===== src/rtl/colisao_pkg.sv =====
// colisao_pkg: raster geometry, FSM state type and the squared-distance / rectangle helpers
// shared by the collision detector and its circle sub-module.
package colisao_pkg;

  localparam int H_ATIVO = 640;
  localparam int V_ATIVO = 480;
  localparam int COORD_W = 10;
  localparam int DIST_W  = 22;

  typedef enum logic [1:0] {
    OCIOSO  = 2'd0,
    ACUMULA = 2'd1,
    PUBLICA = 2'd2
  } estado_t;

  // |d| never exceeds 1023, so the magnitude fits COORD_W+1 bits and the square fits DIST_W.
  function automatic logic [DIST_W-1:0] quadrado(input logic signed [COORD_W:0] d);
    logic [COORD_W:0] mag;
    logic [DIST_W-1:0] m;
    mag = d[COORD_W] ? $unsigned(-d) : $unsigned(d);
    m   = DIST_W'(mag);
    return m * m;
  endfunction

  function automatic logic dentro_ret(
    input logic [COORD_W-1:0] px,
    input logic [COORD_W-1:0] py,
    input logic [COORD_W-1:0] x,
    input logic [COORD_W-1:0] y,
    input logic [COORD_W-1:0] larg,
    input logic [COORD_W-1:0] alt
  );
    logic [COORD_W:0] x_fim;
    logic [COORD_W:0] y_fim;
    x_fim = {1'b0, x} + {1'b0, larg};
    y_fim = {1'b0, y} + {1'b0, alt};
    return (px >= x) && ({1'b0, px} < x_fim) && (py >= y) && ({1'b0, py} < y_fim);
  endfunction

endpackage


===== src/rtl/colisao_raster_if.sv =====
// colisao_raster_if: one raster pixel (strobe, visible flag, coordinate) as seen by the pixel tests.
interface colisao_raster_if;
  import colisao_pkg::*;

  logic               pix_en;
  logic               ativo;
  logic [COORD_W-1:0] vga_x;
  logic [COORD_W-1:0] vga_y;

  modport master (output pix_en, ativo, vga_x, vga_y);
  modport slave  (input  pix_en, ativo, vga_x, vga_y);
endinterface


===== src/rtl/circulo_contem.sv =====
// circulo_contem: two-stage registered "pixel inside circle" test; stage 1 squares, stage 2 compares.
module circulo_contem
  import colisao_pkg::*;
(
  input  logic               clk_i,
  input  logic               rst_i,
  colisao_raster_if.slave    pix,
  input  logic [COORD_W-1:0] cx_i,
  input  logic [COORD_W-1:0] cy_i,
  input  logic [COORD_W-1:0] raio_i,
  output logic               dentro_o
);

  logic signed [COORD_W:0] dx;
  logic signed [COORD_W:0] dy;
  logic [DIST_W-1:0]       dx2_q;
  logic [DIST_W-1:0]       dy2_q;
  logic [DIST_W-1:0]       r2_q;
  logic                    dentro_q;

  assign dx = $signed({1'b0, pix.vga_x}) - $signed({1'b0, cx_i});
  assign dy = $signed({1'b0, pix.vga_y}) - $signed({1'b0, cy_i});

  // The sum of two squares peaks near 2.1M, so DIST_W bits hold it without truncation.
  always_ff @(posedge clk_i or posedge rst_i) begin
    if (rst_i) begin
      dx2_q    <= '0;
      dy2_q    <= '0;
      r2_q     <= '0;
      dentro_q <= 1'b0;
    end else begin
      if (pix.pix_en && pix.ativo) begin
        dx2_q <= quadrado(dx);
        dy2_q <= quadrado(dy);
        r2_q  <= quadrado($signed({1'b0, raio_i}));
      end
      dentro_q <= (dx2_q + dy2_q) <= r2_q;
    end
  end

  assign dentro_o = dentro_q;

endmodule


===== src/rtl/colisao_raster.sv =====
// colisao_raster: counts per-frame pixel overlaps (ally ball/enemy, enemy ball/ship) and publishes hits.
// Define COLISAO_DEBUG_EN to latch the overlap counts onto dbg_cont_* whenever a result is published.
module colisao_raster
  import colisao_pkg::*;
#(
  parameter int LIMIAR = 4,
  parameter int CONT_W = 12
) (
  input  logic               CLOCK_50,
  input  logic               reset,
  input  logic               pix_en,
  input  logic [COORD_W-1:0] VGA_X,
  input  logic [COORD_W-1:0] VGA_Y,
  input  logic               ativo,
  input  logic               pausa,
  input  logic [COORD_W-1:0] x_bola_aliada,
  input  logic [COORD_W-1:0] y_bola_aliada,
  input  logic [COORD_W-1:0] raio_bola_aliada,
  input  logic [COORD_W-1:0] x_bola_inimiga,
  input  logic [COORD_W-1:0] y_bola_inimiga,
  input  logic [COORD_W-1:0] raio_bola_inimiga,
  input  logic [COORD_W-1:0] x_nave,
  input  logic [COORD_W-1:0] y_nave,
  input  logic [COORD_W-1:0] largura_nave,
  input  logic [COORD_W-1:0] altura_nave,
  input  logic [COORD_W-1:0] x_inimigo,
  input  logic [COORD_W-1:0] y_inimigo,
  input  logic [COORD_W-1:0] largura_inimigo,
  input  logic [COORD_W-1:0] altura_inimigo,
  input  logic               inimigo_vivo,
  output logic               hit_inimigo,
  output logic               hit_nave,
  output logic               valido,
  input  logic               ack,
  output logic               overrun,
  output logic [CONT_W-1:0]  dbg_cont_inimigo,
  output logic [CONT_W-1:0]  dbg_cont_nave,
  output estado_t            dbg_estado
);

  localparam int unsigned LIMIAR_U = LIMIAR;

  colisao_raster_if pix_if ();
  assign pix_if.pix_en = pix_en;
  assign pix_if.ativo  = ativo;
  assign pix_if.vga_x  = VGA_X;
  assign pix_if.vga_y  = VGA_Y;

  logic px_ok;
  logic inicio;
  logic ultimo;
  assign px_ok  = pix_en & ativo;
  assign inicio = px_ok && (VGA_X == '0) && (VGA_Y == '0);
  assign ultimo = px_ok && (VGA_X == COORD_W'(H_ATIVO - 1)) && (VGA_Y == COORD_W'(V_ATIVO - 1));

  logic dentro_aliada;
  logic dentro_inimiga;

  circulo_contem u_bola_aliada (
    .clk_i    (CLOCK_50),
    .rst_i    (reset),
    .pix      (pix_if),
    .cx_i     (x_bola_aliada),
    .cy_i     (y_bola_aliada),
    .raio_i   (raio_bola_aliada),
    .dentro_o (dentro_aliada)
  );

  circulo_contem u_bola_inimiga (
    .clk_i    (CLOCK_50),
    .rst_i    (reset),
    .pix      (pix_if),
    .cx_i     (x_bola_inimiga),
    .cy_i     (y_bola_inimiga),
    .raio_i   (raio_bola_inimiga),
    .dentro_o (dentro_inimiga)
  );

  // Rectangle flags and pixel tags travel alongside the circle pipeline.
  logic v1_q, ult1_q, ret_ini1_q, ret_nave1_q;
  logic v2_q, ult2_q, ret_ini2_q, ret_nave2_q;

  always_ff @(posedge CLOCK_50 or posedge reset) begin
    if (reset) begin
      v1_q        <= 1'b0;
      ult1_q      <= 1'b0;
      ret_ini1_q  <= 1'b0;
      ret_nave1_q <= 1'b0;
      v2_q        <= 1'b0;
      ult2_q      <= 1'b0;
      ret_ini2_q  <= 1'b0;
      ret_nave2_q <= 1'b0;
    end else begin
      v1_q        <= px_ok;
      ult1_q      <= ultimo;
      ret_ini1_q  <= inimigo_vivo &&
                     dentro_ret(VGA_X, VGA_Y, x_inimigo, y_inimigo, largura_inimigo, altura_inimigo);
      ret_nave1_q <= dentro_ret(VGA_X, VGA_Y, x_nave, y_nave, largura_nave, altura_nave);
      v2_q        <= v1_q;
      ult2_q      <= ult1_q;
      ret_ini2_q  <= ret_ini1_q;
      ret_nave2_q <= ret_nave1_q;
    end
  end

  logic conta_ini;
  logic conta_nave;
  assign conta_ini  = v2_q & ret_ini2_q & dentro_aliada;
  assign conta_nave = v2_q & ret_nave2_q & dentro_inimiga;

  function automatic logic [CONT_W-1:0] inc_sat(input logic [CONT_W-1:0] c);
    return (&c) ? c : c + CONT_W'(1);
  endfunction

  estado_t             estado_q, estado_d;
  logic [CONT_W-1:0]   cont_ini_q, cont_ini_d;
  logic [CONT_W-1:0]   cont_nave_q, cont_nave_d;
  logic                hit_ini_q, hit_ini_d;
  logic                hit_nave_q, hit_nave_d;
  logic                valido_q, valido_d;
  logic                overrun_q, overrun_d;

  always_ff @(posedge CLOCK_50 or posedge reset) begin
    if (reset) begin
      estado_q    <= OCIOSO;
      cont_ini_q  <= '0;
      cont_nave_q <= '0;
      hit_ini_q   <= 1'b0;
      hit_nave_q  <= 1'b0;
      valido_q    <= 1'b0;
      overrun_q   <= 1'b0;
    end else begin
      estado_q    <= estado_d;
      cont_ini_q  <= cont_ini_d;
      cont_nave_q <= cont_nave_d;
      hit_ini_q   <= hit_ini_d;
      hit_nave_q  <= hit_nave_d;
      valido_q    <= valido_d;
      overrun_q   <= overrun_d;
    end
  end

  // Result handshake: valido rises after PUBLICA and stays until ack is seen high on an edge;
  // a result published while one is still pending (and not acked that cycle) raises overrun.
  always_comb begin
    estado_d    = estado_q;
    cont_ini_d  = cont_ini_q;
    cont_nave_d = cont_nave_q;
    hit_ini_d   = hit_ini_q;
    hit_nave_d  = hit_nave_q;
    valido_d    = valido_q;
    overrun_d   = overrun_q;

    if (ack && valido_q) begin
      valido_d  = 1'b0;
      overrun_d = 1'b0;
    end

    case (estado_q)
      OCIOSO: begin
        if (inicio && !pausa) begin
          estado_d    = ACUMULA;
          cont_ini_d  = '0;
          cont_nave_d = '0;
        end
      end
      ACUMULA: begin
        if (pausa) begin
          estado_d = OCIOSO;
        end else begin
          if (conta_ini)  cont_ini_d  = inc_sat(cont_ini_q);
          if (conta_nave) cont_nave_d = inc_sat(cont_nave_q);
          if (v2_q && ult2_q) estado_d = PUBLICA;
        end
      end
      PUBLICA: begin
        estado_d   = OCIOSO;
        hit_ini_d  = 32'(cont_ini_q) >= LIMIAR_U;
        hit_nave_d = 32'(cont_nave_q) >= LIMIAR_U;
        valido_d   = 1'b1;
        if (valido_q && !ack) overrun_d = 1'b1;
      end
      default: estado_d = OCIOSO;
    endcase
  end

  assign hit_inimigo = hit_ini_q;
  assign hit_nave    = hit_nave_q;
  assign valido      = valido_q;
  assign overrun     = overrun_q;
  assign dbg_estado  = estado_q;

`ifdef COLISAO_DEBUG_EN
  logic [CONT_W-1:0] dbg_ini_q;
  logic [CONT_W-1:0] dbg_nave_q;

  always_ff @(posedge CLOCK_50 or posedge reset) begin
    if (reset) begin
      dbg_ini_q  <= '0;
      dbg_nave_q <= '0;
    end else if (estado_q == PUBLICA) begin
      dbg_ini_q  <= cont_ini_q;
      dbg_nave_q <= cont_nave_q;
    end
  end

  assign dbg_cont_inimigo = dbg_ini_q;
  assign dbg_cont_nave    = dbg_nave_q;
`else
  assign dbg_cont_inimigo = '0;
  assign dbg_cont_nave    = '0;
`endif

endmodule

===== config.mk =====
export PLATFORM = sky130hd
export DESIGN_NAME = colisao_raster
export DESIGN_NICKNAME = d
export VERILOG_FILES = /design/src/rtl/colisao_pkg.sv /design/src/rtl/colisao_raster_if.sv /design/src/rtl/circulo_contem.sv /design/src/rtl/colisao_raster.sv
export SDC_FILE = /design/constraint.sdc
export NUM_CORES = 2
export LEC_CHECK = 0
export BUFFER_PORTS_ARGS = -buffer_cell sky130_fd_sc_hd__buf_2
export CAP_MARGIN = 30
export CORE_MARGIN = 2
export CORE_UTILIZATION = 63
export CTS_BUF_LIST = sky130_fd_sc_hd__clkbuf_16
export DETAILED_ROUTE_END_ITERATION = 8
export GPL_TIMING_DRIVEN = 0
export HOLD_SLACK_MARGIN = 0.06
export PLACE_DENSITY = 0.82
export SLEW_MARGIN = 20
export SYNTH_ARGS = -nofsm -noshare
export SYNTH_HDL_FRONTEND = slang
export SYNTH_SLANG_ARGS = --single-unit

===== constraint.sdc =====
create_clock -name CLOCK_50 -period 7.6 [get_ports CLOCK_50]
set_input_delay 1.52 -clock CLOCK_50 [delete_from_list [all_inputs] [get_ports CLOCK_50]]
set_output_delay 1.52 -clock CLOCK_50 [all_outputs]
set_load 0.01 [all_outputs]

---- Word-level counts from Yosys, hierarchy flattened ----
Cells that the tools add are included.
operators by class
  bitwise operators ....................... 5
  reduce and logical (&&, ||, !) cells .... 28
  add/subtract/negate cells ............... 16
  div/mod/pow operators ................... 0
  order comparisons ....................... 12
  equal/unequal tests ..................... 11
  multiplexer cells ....................... 22
  shift operators ......................... 0
  multiply operators ...................... 6
operators with widths
  kind                                                  number
  multiplier 11 x 11 -> 22 bit                          4
  two-way mux 12 bit                                    7
  one-hot mux 12 bit (2 select lines)                   2
  adder 10 x 10 -> 11 bit                               4
  adder 22 bit                                          2
  <= comparator 22 x 20 -> 1 bit                        2
  < comparator 10 x 11 -> 1 bit                         4
  two-way mux 11 bit                                    4
  negator 11 bit                                        4
  subtractor 10 x 10 -> 11 bit                          4
  >= comparator 10 bit                                  4
  multiplier 10 x 10 -> 20 bit                          2
  adder 12 x 1 -> 12 bit, second input constant         2
  >= comparator 12 x 3 -> 1 bit, second input constant  2
  AND reduction 12 bit                                  2
  zero test 10 bit                                      2
  logical AND 1 bit                                     16
  != test 2 bit, second input constant                  6
  equality test 10 bit, second input constant           1
  equality test 10 x 9 -> 1 bit, second input constant  1
  AND reduction 5 bit                                   2
  two-way mux 2 bit                                     3
  bitwise AND 1 bit                                     5
  two-way mux 1 bit                                     5
  other kinds (8)                                       10
storage, ports and cells
  bits in registers ....................... 168
  bits in writable memories ............... 0
  bits of input ports ..................... 167
  word-level logic and storage cells ...... 123
  output and inout port bits .............. 30
  latch bits .............................. 0
  memory bits (read-only) ................. 0
  memories kept ........................... 0

---- Longest topological paths before layout ----
  depth after elaboration ................. 6
  mapped depth ............................ 34
  mapped depth without buffers ............ 34

---- Hierarchy ----
From an unflattened synthesis, not the netlist that was laid out.
unflattened totals
  cell total of the unflattened synthesis .. 3878
  area, all modules ....................... 33449.6 um2
by module, submodules not included
  module                            cells each  area an instance (um2)  sequential area each (um2)  times used
  circulo_contem at u_bola_inimiga  1642        14139.8                 1551.5                      1
  circulo_contem at u_bola_aliada   1600        13949.6                 1551.5                      1
  colisao_raster                    636         5360.1                  950.9                       1

---- Worst setup path before layout ----
OpenSTA, ideal clock, no wires.
  kind .................................... input-to-reg
  start point ............................. input VGA_Y[0]
  end point ............................... register u_bola_inimiga.dy2_q[20]
  buffers on the path ..................... 0
  required time ........................... 7.466 ns
  slack ................................... -1.242 ns
  data arrival time ....................... 8.708 ns
  cell stages on the path ................. 32
  setup time .............................. 0.134 ns
  cells stage by stage .................... inv_1 -> ha_1 -> fa_1 -> nor2b_4 -> o31a_1 -> o31a_1 -> o31a_1 -> a31o_2 -> nor2_1 -> xor2_1 -> clkinv_1 -> nand2_1 -> inv_1 -> fa_1 -> fa_1 -> inv_1 -> fa_1 -> inv_1 -> fa_1 -> inv_1 -> fa_1 -> inv_1 -> ha_1 -> or4_1 -> a211oi_1 -> o311ai_0 -> a211o_1 -> o211ai_1 -> a21oi_1 -> a21oi_1 -> xor2_1 -> o21ai_0
between the ends
  cells in the longest elaborated chain, start to end .. 4
RTL lines
  element                           line                  RTL
  start: declaration                colisao_raster.sv:13  input logic [COORD_W-1:0] VGA_Y,
  subtractor 10 x 10 -> 11 bit (*)  circulo_contem.sv:22  assign dy = $signed({1'b0, pix.vga_y}) - $signed({1'b0, cy_i});
  negator 11 bit                    colisao_pkg.sv:20     mag = d[COORD_W] ? $unsigned(-d) : $unsigned(d);
  two-way mux 11 bit (*)            colisao_pkg.sv:20
  multiplier 11 x 11 -> 22 bit (*)  colisao_pkg.sv:22     return m * m;
  end signal: assignment            circulo_contem.sv:34  dy2_q <= quadrado(dy);
  end: declaration                  circulo_contem.sv:17  logic [DIST_W-1:0] dy2_q;
Every way passes the cells marked *; elsewhere a longest branch is shown, timed or not.
A chain may end at the register's enable or synchronous reset.

---- Worst setup path after layout ----
  start point ............................. input VGA_Y[0]
  end point ............................... register u_bola_aliada.dy2_q[21]
between the ends
  cells in the longest elaborated chain, start to end .. 4
RTL lines
  element                           line
  subtractor 10 x 10 -> 11 bit (*)  circulo_contem.sv:22
  negator 11 bit                    colisao_pkg.sv:20
  two-way mux 11 bit (*)            colisao_pkg.sv:20
  multiplier 11 x 11 -> 22 bit (*)  colisao_pkg.sv:22
  end signal: assignment            circulo_contem.sv:34
  end: declaration                  circulo_contem.sv:17
Marked as above.

==> run summary <==
Startpoint type of the worst setup path -> primary input
Grt met2 use -> 58.5%
TritonCTS clock tree -> built
Critical path endpoint category -> flop
RR Endpoint -> u_bola_aliada.dentro_o
Router iterations before antenna repair -> 8
Core footprint -> 51200 um^2
Highest-delay cell along the critical path -> sky130_fd_sc_hd__fa_1
Vias in the first global route -> 30080
Met1 track demand over resource -> 41.9%
Layer with the highest usage -> met2
Top cell type's share of synthesized area -> 22.1%
Hold buffers post-CTS -> 0
R2R depth -> 15
Horizontal extent of the die -> 231 um
Net count of the finished layout -> 5360
Classification of the worst-slack hold path -> reg -> reg
Clock transition at path regs -> 0.08 ns
Total overflow reported by the global router -> 0
Top-count cell post-synth -> sky130_fd_sc_hd__inv_1
Aggregate routed wire length -> 113000 um
Cell area after technology mapping -> 32500 um^2
Count of vias placed by the detailed router -> 31824
Number of failing hold endpoints at the final stage -> 0
Achievable frequency -> 106 MHz
Smallest setup slack after layout -> -1.87 ns
Worst hold path depth -> 0
Violations in the final reports -> negative setup slack
Area enclosed by the die boundary -> 53400 um^2
Unrepaired setup endpoints after global routing -> yes
CTS Buf Count -> 17
Max-capacitance violation count -> 0
Iter 0 DRT Violations -> 3355
Antenna-violating nets left -> 0
Register bit total from synthesis -> 162
Maximum count of clock buffers along a single path -> 2
Number of buffers added on ports -> 170
Die outline height -> 231 um
# DRC -> 0
Gate Count Post-Synth -> 3805
Clock Skew -> 0.0223 ns
Avg Inst Size Synth -> 8.54 um^2
Worst min-delay path startpoint -> v1_q
Share of post-route cells with drive strength above 1 -> 21.7%
Status -> finished with violations
List of most frequent post-synthesis cells -> 676 x sky130_fd_sc_hd__inv_1, 542 x sky130_fd_sc_hd__ha_1, 359 x sky130_fd_sc_hd__fa_1
Cell types occupying the most area after synthesis -> sky130_fd_sc_hd__fa_1 22%, sky130_fd_sc_hd__ha_1 21%, sky130_fd_sc_hd__dfrtp_1 12%
Worst Hold Path EP -> v2_q
Global-route wire length before repair -> 148000 um
Count of final max-slew check failures -> 0
Source of the worst register-to-register timing path -> u_bola_aliada.dy2_q[10]
Share of synthesized area occupied by flip-flops and latches -> 12.5%
Ys async rst share -> 100%
Routed length per placed instance -> 22.6 um
Clock latency at the later pin of the worst-skew pair -> 0.46 ns
Antenna violations before repair -> 2
Final period utilization -> 125%
Number of clock sinks -> 162
Highest cell delay on the worst timing path -> 0.70 ns
WP data arrival -> 9.80 ns
Least-Margin Pin Slew -> 0.972 ns
Time the worst path needs with I/O delays and setup -> 9.47 ns
Max transition margin -> 34.8%
Starting density of the core -> 63.5%
Utilization after layout -> 78.3%
Maximum number of pins on one net before global-route repair -> 85
Reg2Reg Setup Slack -> 3.91 ns
Post-detailed-placement half-perimeter wirelength -> 62600 um
Critical path fanouts, max -> 7
Top_reg_cell synth -> sky130_fd_sc_hd__dfrtp_1
Ports placed on the boundary -> 197
Root Buffer -> sky130_fd_sc_hd__clkbuf_16
Total setup violations reported at the end of the flow -> 52
Synth area leader -> sky130_fd_sc_hd__fa_1
Gr usage total -> 34.3%
Row count -> 83
Number of vias per cell after detailed routing -> 6.38
Yosys Warn Count -> 0
Routing usage on met3 -> 5.77%
Data required time of the critical path -> 7.93 ns
Synth-to-Final Area Change -> 23.4%
Max H-tree Level -> 4
Start-to-end type of the worst setup path -> in -> reg
Last weighted congestion value of the routability-driven placer -> 0.900
Number of enable flip-flop cells after synthesis -> 0
Dpl ws -> -1.71 ns
Cell variety after synth -> 79
-- routing by layer --
layer	vias up	part of all wire, %
met5	-	0.11
met1	14779	35
met3	1036	11
met4	2	9.3
li1	13347	-
met2	2660	45
-- cells by family (layout without fill, tap and decap cells) --
group	after synthesis	count (layout)	share of synthesized area, %
and+or+nand+nor	991	991	14.5
adders and majority gates	901	901	43.0
buffers and inverters	773	1222	9.29
AOI/OAI and AO/OA	703	704	13.4
xor gates and xnor gates	264	264	7.11
DFF	162	162	12.5
muxes	9	9	0.300
other	2	55	0.0231
-- worst max-delay path by stage --
stage	slack, ns	start	to	cells past startpoint
after floorplan	-0.64	VGA_Y[0]	u_bola_inimiga.dy2_q[20]	31
after global placement	-1.64	VGA_Y[0]	u_bola_inimiga.dy2_q[20]	34
after detailed placement	-1.71	VGA_Y[0]	u_bola_inimiga.dy2_q[20]	34
after CTS	-0.75	VGA_Y[0]	u_bola_inimiga.dy2_q[20]	34
after global routing	-1.71	VGA_Y[0]	u_bola_aliada.dy2_q[21]	37
final	-1.87	VGA_Y[0]	u_bola_aliada.dy2_q[21]	35
-- what timing repair did --
| action | in CTS | in global routing |
|---|---|---|
| gates cloned | 1 | 0 |
| pin swaps | 209 | 176 |
| buffers inserted | 184 | 83 |
| gates resized for setup | 281 | 225 |
| endpoints found under the setup margin | 45 | 47 |
-- final cells by class --
| cell class | count | area [um^2] |
|---|---|---|
| Antenna cell | 3 | 7.51 |
| Buffer | 91 | 537 |
| Inverter | 682 | 2640 |
| Sequential cell | 162 | 4050 |
| Clock inverter | 15 | 155 |
| Tap cell | 680 | 851 |
| Timing Repair Buffer | 417 | 2970 |
| Multi-Input combinational cell | 2921 | 28500 |
| Fill cell | 2886 | 11100 |
| Clock buffer | 17 | 425 |
-- cells in the final DEF (no fill, tap or decap), types with 16 or more instances in the layout --
cell type and count:
sky130_fd_sc_hd__a21oi_2 19, sky130_fd_sc_hd__buf_2 166, sky130_fd_sc_hd__conb_1 52, sky130_fd_sc_hd__nor3_1 44, sky130_fd_sc_hd__buf_6 45, sky130_fd_sc_hd__nor2_4 19
sky130_fd_sc_hd__nand4_1 24, sky130_fd_sc_hd__buf_4 225, sky130_fd_sc_hd__nand2_1 310, sky130_fd_sc_hd__ha_4 33, sky130_fd_sc_hd__or2_2 16, sky130_fd_sc_hd__xor2_1 79
sky130_fd_sc_hd__nand2_2 16, sky130_fd_sc_hd__a21oi_1 154, sky130_fd_sc_hd__a21oi_4 16, sky130_fd_sc_hd__dfrtp_1 162, sky130_fd_sc_hd__and3_1 18, sky130_fd_sc_hd__xnor2_2 28
sky130_fd_sc_hd__nand3_1 35, sky130_fd_sc_hd__clkbuf_1 48, sky130_fd_sc_hd__o21a_1 36, sky130_fd_sc_hd__xnor2_1 114, sky130_fd_sc_hd__fa_2 24, sky130_fd_sc_hd__and2_1 65
sky130_fd_sc_hd__nor2b_1 36, sky130_fd_sc_hd__o21ai_0 155, sky130_fd_sc_hd__o21bai_1 42, sky130_fd_sc_hd__a21o_1 77, sky130_fd_sc_hd__nor2_1 228, sky130_fd_sc_hd__o21ai_1 38
sky130_fd_sc_hd__clkbuf_16 17, sky130_fd_sc_hd__inv_1 619, sky130_fd_sc_hd__nand2b_1 53, sky130_fd_sc_hd__o21ai_2 18, sky130_fd_sc_hd__inv_2 50, sky130_fd_sc_hd__ha_1 507
sky130_fd_sc_hd__fa_1 335
-- critical path: cells and delay by family --
kind / cells / cell delay [ns]
compound gates: 8 / 1.90
simple gates: 3 / 0.92
fa+ha+maj: 8 / 3.24
buf+inv: 13 / 1.38
xor+xnor: 3 / 0.81
-- stage by stage --
stage	hold WS, ns	TNS [ns]	instance area [um^2]	cells
finish	0.357	-45.71	40100	4988
CTS	0.356	-10.68	38600	4918
global route	0.366	-48.37	40100	4985
detailed placement	0.346	-52.99	35300	4709
global placement	0.331	-53.68	35300	4705
floorplan	0.331	-6.04	33600	3855
-- flip-flops by register name (all words and copies together) (netlist names), 2 cells and up --
name / count
u_bola_aliada.dx2_q: 21
u_bola_aliada.dy2_q: 21
u_bola_inimiga.dx2_q: 21
u_bola_inimiga.dy2_q: 21
u_bola_aliada.r2_q: 19
u_bola_inimiga.r2_q: 19
cont_ini_q: 12
cont_nave_q: 12
dbg_estado: 2
Power is not shown: default switching activity piles up to over one toggle a cycle in this logic, so the estimate is an artifact.
